## src/rtl/bcd_pkg.sv

```systemverilog
// Shared types and constants for the BCD-to-binary converter.
package bcd_pkg;

  typedef enum logic [1:0] {
    S_IDLE = 2'd0,
    S_CONV = 2'd1,
    S_DONE = 2'd2
  } state_t;

  localparam int         BCD_DIGITS    = 4;
  localparam int         BCD_ACC_W     = 14;
  localparam logic [3:0] BCD_DIGIT_MAX = 4'd9;

endpackage

```

## src/rtl/bcd_digit_mac.sv

```systemverilog
// One accumulate step: acc*10 + digit, computed with shifts, plus a digit range check.
module bcd_digit_mac
  import bcd_pkg::*;
(
  input  logic [BCD_ACC_W-1:0] acc,
  input  logic [3:0]           digit,
  output logic [BCD_ACC_W-1:0] acc_next,
  output logic                 digit_bad
);

  assign acc_next  = (acc << 3) + (acc << 1) + {{(BCD_ACC_W-4){1'b0}}, digit};
  assign digit_bad = (digit > BCD_DIGIT_MAX);

endmodule

```

## src/rtl/bcd_to_bin.sv

```systemverilog
// Sequential 4-digit BCD to N-bit binary converter with valid/ready on both sides.
// Build option: define BCD_SAT_EN to saturate bin_out on overflow instead of wrapping.
module bcd_to_bin
  import bcd_pkg::*;
#(
  parameter int N = 10
) (
  input  logic         clk,
  input  logic         rst_n,
  input  logic [15:0]  bcd_in,
  input  logic         in_valid,
  output logic         in_ready,
  output logic [N-1:0] bin_out,
  output logic         ovf,
  output logic         err,
  output logic         out_valid,
  input  logic         out_ready
);

  state_t               state_r;
  logic [1:0]           idx_r;
  logic [15:0]          operand_r;
  logic [BCD_ACC_W-1:0] acc_r;
  logic                 err_acc_r;
  logic [N-1:0]         bin_r;
  logic                 ovf_r;
  logic                 err_r;
  logic                 out_valid_r;
  logic                 in_ready_r;

  logic [3:0]           digit_s;
  logic [BCD_ACC_W-1:0] acc_next_s;
  logic                 digit_bad_s;
  logic [N-1:0]         bin_conv_s;
  logic                 ovf_conv_s;
  logic [N-1:0]         bin_s;
  logic                 ovf_s;

  assign digit_s = operand_r[{idx_r, 2'b00} +: 4];

  bcd_digit_mac u_mac (
    .acc       (acc_r),
    .digit     (digit_s),
    .acc_next  (acc_next_s),
    .digit_bad (digit_bad_s)
  );

  // Wide outputs can always hold 9999; narrower ones need range handling.
  generate
    if (N >= BCD_ACC_W) begin : g_wide
      assign ovf_conv_s = 1'b0;
      assign bin_conv_s = N'(acc_r);
    end else begin : g_narrow
      localparam logic [BCD_ACC_W-1:0] BIN_MAX = BCD_ACC_W'((2**N) - 1);
      assign ovf_conv_s = (acc_r > BIN_MAX);
`ifdef BCD_SAT_EN
      assign bin_conv_s = ovf_conv_s ? {N{1'b1}} : acc_r[N-1:0];
`else
      assign bin_conv_s = acc_r[N-1:0];
`endif
    end
  endgenerate

  // Result mux: a bad digit forces a zero result with no overflow flag.
  always_comb begin
    bin_s = '0;
    ovf_s = 1'b0;
    if (err_acc_r) begin
      bin_s = '0;
      ovf_s = 1'b0;
    end else begin
      bin_s = bin_conv_s;
      ovf_s = ovf_conv_s;
    end
  end

  // Control FSM: accept in IDLE, four digit steps in CONV, result register and handshake in DONE.
  always_ff @(posedge clk or negedge rst_n) begin
    if (!rst_n) begin
      state_r     <= S_IDLE;
      idx_r       <= 2'd0;
      operand_r   <= 16'd0;
      acc_r       <= '0;
      err_acc_r   <= 1'b0;
      bin_r       <= '0;
      ovf_r       <= 1'b0;
      err_r       <= 1'b0;
      out_valid_r <= 1'b0;
      in_ready_r  <= 1'b1;
    end else begin
      case (state_r)
        S_IDLE: begin
          if (in_valid && in_ready_r) begin
            operand_r  <= bcd_in;
            acc_r      <= '0;
            idx_r      <= 2'(BCD_DIGITS - 1);
            err_acc_r  <= 1'b0;
            in_ready_r <= 1'b0;
            state_r    <= S_CONV;
          end
        end
        S_CONV: begin
          acc_r     <= acc_next_s;
          err_acc_r <= err_acc_r | digit_bad_s;
          idx_r     <= idx_r - 2'd1;
          if (idx_r == 2'd0) begin
            state_r <= S_DONE;
          end
        end
        S_DONE: begin
          // First DONE cycle registers the result; it is then held until taken.
          if (!out_valid_r) begin
            bin_r       <= bin_s;
            ovf_r       <= ovf_s;
            err_r       <= err_acc_r;
            out_valid_r <= 1'b1;
          end else if (out_ready) begin
            out_valid_r <= 1'b0;
            in_ready_r  <= 1'b1;
            state_r     <= S_IDLE;
          end
        end
        default: begin
          state_r     <= S_IDLE;
          out_valid_r <= 1'b0;
          in_ready_r  <= 1'b1;
        end
      endcase
    end
  end

  assign in_ready  = in_ready_r;
  assign bin_out   = bin_r;
  assign ovf       = ovf_r;
  assign err       = err_r;
  assign out_valid = out_valid_r;

endmodule

```

## config.mk

```make
export PLATFORM = sky130hd
export DESIGN_NAME = bcd_to_bin
export DESIGN_NICKNAME = d
export VERILOG_FILES = /design/src/rtl/bcd_pkg.sv /design/src/rtl/bcd_digit_mac.sv /design/src/rtl/bcd_to_bin.sv
export SDC_FILE = /design/constraint.sdc
export NUM_CORES = 1
export LEC_CHECK = 0
export CORE_UTILIZATION = 31
export CTS_CLUSTER_SIZE = 12
export DETAILED_ROUTE_END_ITERATION = 10
export GPL_TIMING_DRIVEN = 0
export HOLD_SLACK_MARGIN = 0.12
export SYNTH_ARGS = -nofsm -noshare
export SYNTH_HDL_FRONTEND = slang
export SYNTH_SLANG_ARGS = --single-unit
```

## constraint.sdc

```tcl
create_clock -name clk -period 4.5 [get_ports clk]
set_input_delay 0.45 -clock clk [delete_from_list [all_inputs] [get_ports clk]]
set_output_delay 0.45 -clock clk [all_outputs]
set_load 0.01 [all_outputs]
```

==> results by group <==
Clock tree
  • Post-CTS sizing: 0
  • Clock root buffer: clkbuf_8
  • Total CTS buffers: 5
  • Longest Clk Path Bufs: 2
  • Clk sink count: 49
  • Clk_lat worst skew: 0.30 ns
  • Clock-pin slew on the worst setup and hold paths: 0.10 ns
  • CTS H-tree lvls: 2
  • Hold Buf Count CTS: 0
  • Setup bufs post-CTS: 0
  • CTS tree: built

Critical path
  • Reg2Reg Depth: 11
  • Critical Path AT: 3.41 ns
  • Endpoint class of the critical path: register
  • Internal reg-to-reg setup slack: 1.31 ns
  • CP Depth: 11
  • Critical path endpoint: acc_r[12]
  • R2r endpoint: acc_r[12]
  • Critical R2R Launch: idx_r[0]
  • CP bufs+invs: 1
  • Worst-path cell chain: buf_2, mux4_2, ha_1, ha_1, fa_1, a21oi_1, o21ai_0, a21oi_1, o221ai_1, xnor2_1, o21ai_0
  • Setup crit start: idx_r[0]
  • CP max stage delay: 0.56 ns
  • Slowest-stage cell, CP: mux4_2
  • Worst-path fanout max: 7
  • Crit path max-delay family: compound AO/OA/AOI/OAI gates
  • CP startpoint kind: register
  • CP Class: register to register
  • Data required, critical path: 4.73 ns

Layout
  • ANT cells: 0
  • Final Non-Filler Cells: 391
  • Area delta synth->final: 21.7%
  • Layout net count: 330
  • Layout cells sized above 1: 0.147
  • Final core occ: 0.391

STA
  • Setup violations, final: 0
  • Min Tclk post-route: 3.19 ns
  • Final worst-path cycle share: 0.709
  • Setup_tns: 0 ns
  • Hold Vio Cnt, Final: 0
  • Slew headroom: 0.612
  • Setup Skew: 0.00748 ns
  • Slack of the critical path: 1.31 ns
  • RSZ-0062 raised after global routing: false
  • Fmax: 314 MHz
  • Worst-Margin Slew: 0.581 ns
  • Final slew viol count: 0

Pwr
  • P_int: 1.30 mW
  • Power Total: 2.19 mW
  • Part of the power in registers: 0.343
  • Pwr/cell area: 682 nW/um^2
  • Comb pwr share: 0.533
  • Pleak: 1.43 nW
  • Peak VDD IR: 180 uV
  • Switching power: 0.889 mW
  • Clock share of power: 0.123
  • Net Sw Frac: 0.406

Die
  • Placement Rows: 33
  • I/O pin cnt: 34
  • Die H: 94.3 microns
  • Die width: 94.3 microns
  • Initial Util: 0.321
  • Core area: 8220 sq um
  • Die ar.: 8880 sq um

Synthesis
  • Ys Warns: 0
  • Post-synthesis register bit count: 49
  • Register area share after synthesis: 0.465
  • Cell area after synthesis: 2640 sq um
  • Mean Syn Cell Area: 10.8 sq um
  • Post-Synthesis Cells: 244
  • Synthesized net count: 289
  • Post-synthesis cell type count: 39

Global routing
  • Total gr overflow: 0
  • GRT Total Usage: 0.128
  • First-pass GRT wire length: 8.82 mm
  • Antenna violations before repair: 0
  • Vias in the first global route: 1852
  • Pin count of the biggest net entering global routing: 27

Detailed routing
  • First-pass DRT Iterations: 4
  • 1st-iter DRT viols: 55
  • Antenna viol nets, final: 0
  • WL/cell: 13.1 microns
  • Vias: 1887
  • Drc violations: 0
  • Detailed Route WL: 5.10 mm
  • Vias per inst: 4.83

Status
  • Outcome: finished clean

Run
  • Max capacitance violation total: 0

Hold path
  • Hold crit path type: primary input to asynchronous set/reset pin

Placed design
  • # port buffers: 33
  • DP HPWL: 4.02 mm
  • Pre-CTS setup slack: 1.32 ns
  • Final Wtd Congestion: 0.784
  • Cells after DPL: 383
-- flip-flops by register name, summed over array words and instances, names as in the netlist --
name / count
err: 1
err_acc_r: 1
state_r: 2
ovf: 1
acc_r: 14
idx_r: 2
out_valid: 1
bin_out: 10
in_ready: 1
operand_r: 16
-- how the worst min path moves through the flow --
stage          cells after the start        from  slack [ns]            to
6_report                           1       rst_n        0.13  operand_r[6]
3_3_place_gp                       2  bin_out[8]        0.46    bin_out[8]
5_1_grt                            1       rst_n        0.17  operand_r[6]
4_1_cts                            1       rst_n        0.15  operand_r[6]
2_1_floorplan                      0       rst_n        0.15      acc_r[0]
3_5_place_dp                       1   err_acc_r        0.47    bin_out[0]
-- cell usage after synthesis --
library cell	count	area [sq um]
o311ai_2	1	16.3
nand3b_1	1	7.51
xor2_1	2	17.5
mux4_2	4	90.1
mux2_2	17	191
nand3_1	3	15.0
o21bai_1	1	7.51
nand4_1	1	6.26
inv_1	12	45.0
nor2_1	3	11.3
o21ai_0	19	95.1
o22a_1	1	8.76
o2111ai_1	1	8.76
a32o_1	1	10.0
o21ai_1	1	5.00
or3_1	2	12.5
o211ai_1	2	15.0
o221ai_1	1	8.76
buf_4	1	7.51
a21oi_2	1	8.76
buf_2	5	25.0
and4bb_2	1	12.5
nand2_1	43	161
o41ai_1	1	8.76
nand2b_1	1	6.26
o31ai_1	4	30.0
o22ai_1	6	37.5
nor3b_2	1	12.5
a21boi_1	1	7.51
nor2b_1	2	12.5
nor3_1	2	10.0
ha_1	23	288
a21oi_1	13	65.1
dfrtp_1	48	1200
fa_1	2	40.0
dfstp_2	1	26.3
a22o_1	1	8.76
clkbuf_1	5	18.8
xnor2_1	9	78.8
-- area by class of cell --
| type | count | area, sq um |
|---|---|---|
| Tap cell | 105 | 131 |
| Clock buffer | 5 | 68.8 |
| Fill cell | 789 | 5010 |
| Sequential cell | 49 | 1230 |
| Multi-Input combinational cell | 172 | 1320 |
| Inverter | 12 | 45.0 |
| Clock inverter | 3 | 26.3 |
| Buffer | 11 | 51.3 |
| Timing Repair Buffer | 34 | 345 |
-- power by group through the flow --
stage / Combinational [mW] / Sequential, mW / Clock, mW
2_1_floorplan: 0.871 / 0.741 / 0
3_3_place_gp: 1.15 / 0.758 / 0
3_5_place_dp: 1.17 / 0.764 / 0
4_1_cts: 1.18 / 0.754 / 0.285
5_1_grt: 1.33 / 0.778 / 0.300
6_report: 1.17 / 0.752 / 0.270
-- kinds of logic after synthesis --
group,after synthesis,synth area share
AOI/OAI and AO/OA,55,0.129
xor gates and xnor gates,11,0.0365
adders and majority gates,25,0.124
buffers and inverters,23,0.0365
DFF,49,0.465
muxes,21,0.107
and+or+nand+nor,60,0.101
-- layout by cell type, fill, tap and decap left out, drive strengths merged, types with 2 or more instances in the layout --
cell,Yosys,routed
a21oi,14,14
buf,6,8
clkbuf,5,10
clkdlybuf4s50,0,32
clkinvlp,0,2
dfrtp,48,48
fa,2,2
ha,23,23
inv,12,13
mux2,17,17
mux4,4,4
nand2,43,43
nand3,3,3
nor2,3,3
nor2b,2,2
nor3,2,2
o211ai,2,2
o21ai,20,20
o22ai,6,6
o31ai,4,4
or3,2,2
xnor2,9,9
xor2,2,2
-- routing by layer --
layer / part of all wire / up-vias / wire (microns) / track usage
met3: 0.036 / 4 / 185 / 0.0283
met1: 0.49 / 901 / 2480 / 0.171
met2: 0.47 / 41 / 2380 / 0.204
li1: - / 941 / - / -
met4: 0.011 / 0 / 54 / 0.0423
met5: 0 / - / 0 / 0
-- stage by stage --
step	instance area, sq um	hold WS (ns)
2_1_floorplan	2640	0.154
3_3_place_gp	3100	0.462
3_5_place_dp	3120	0.470
4_1_cts	3210	0.147
5_1_grt	3210	0.167
6_report	3210	0.133
(Power assumes the default switching activity.)
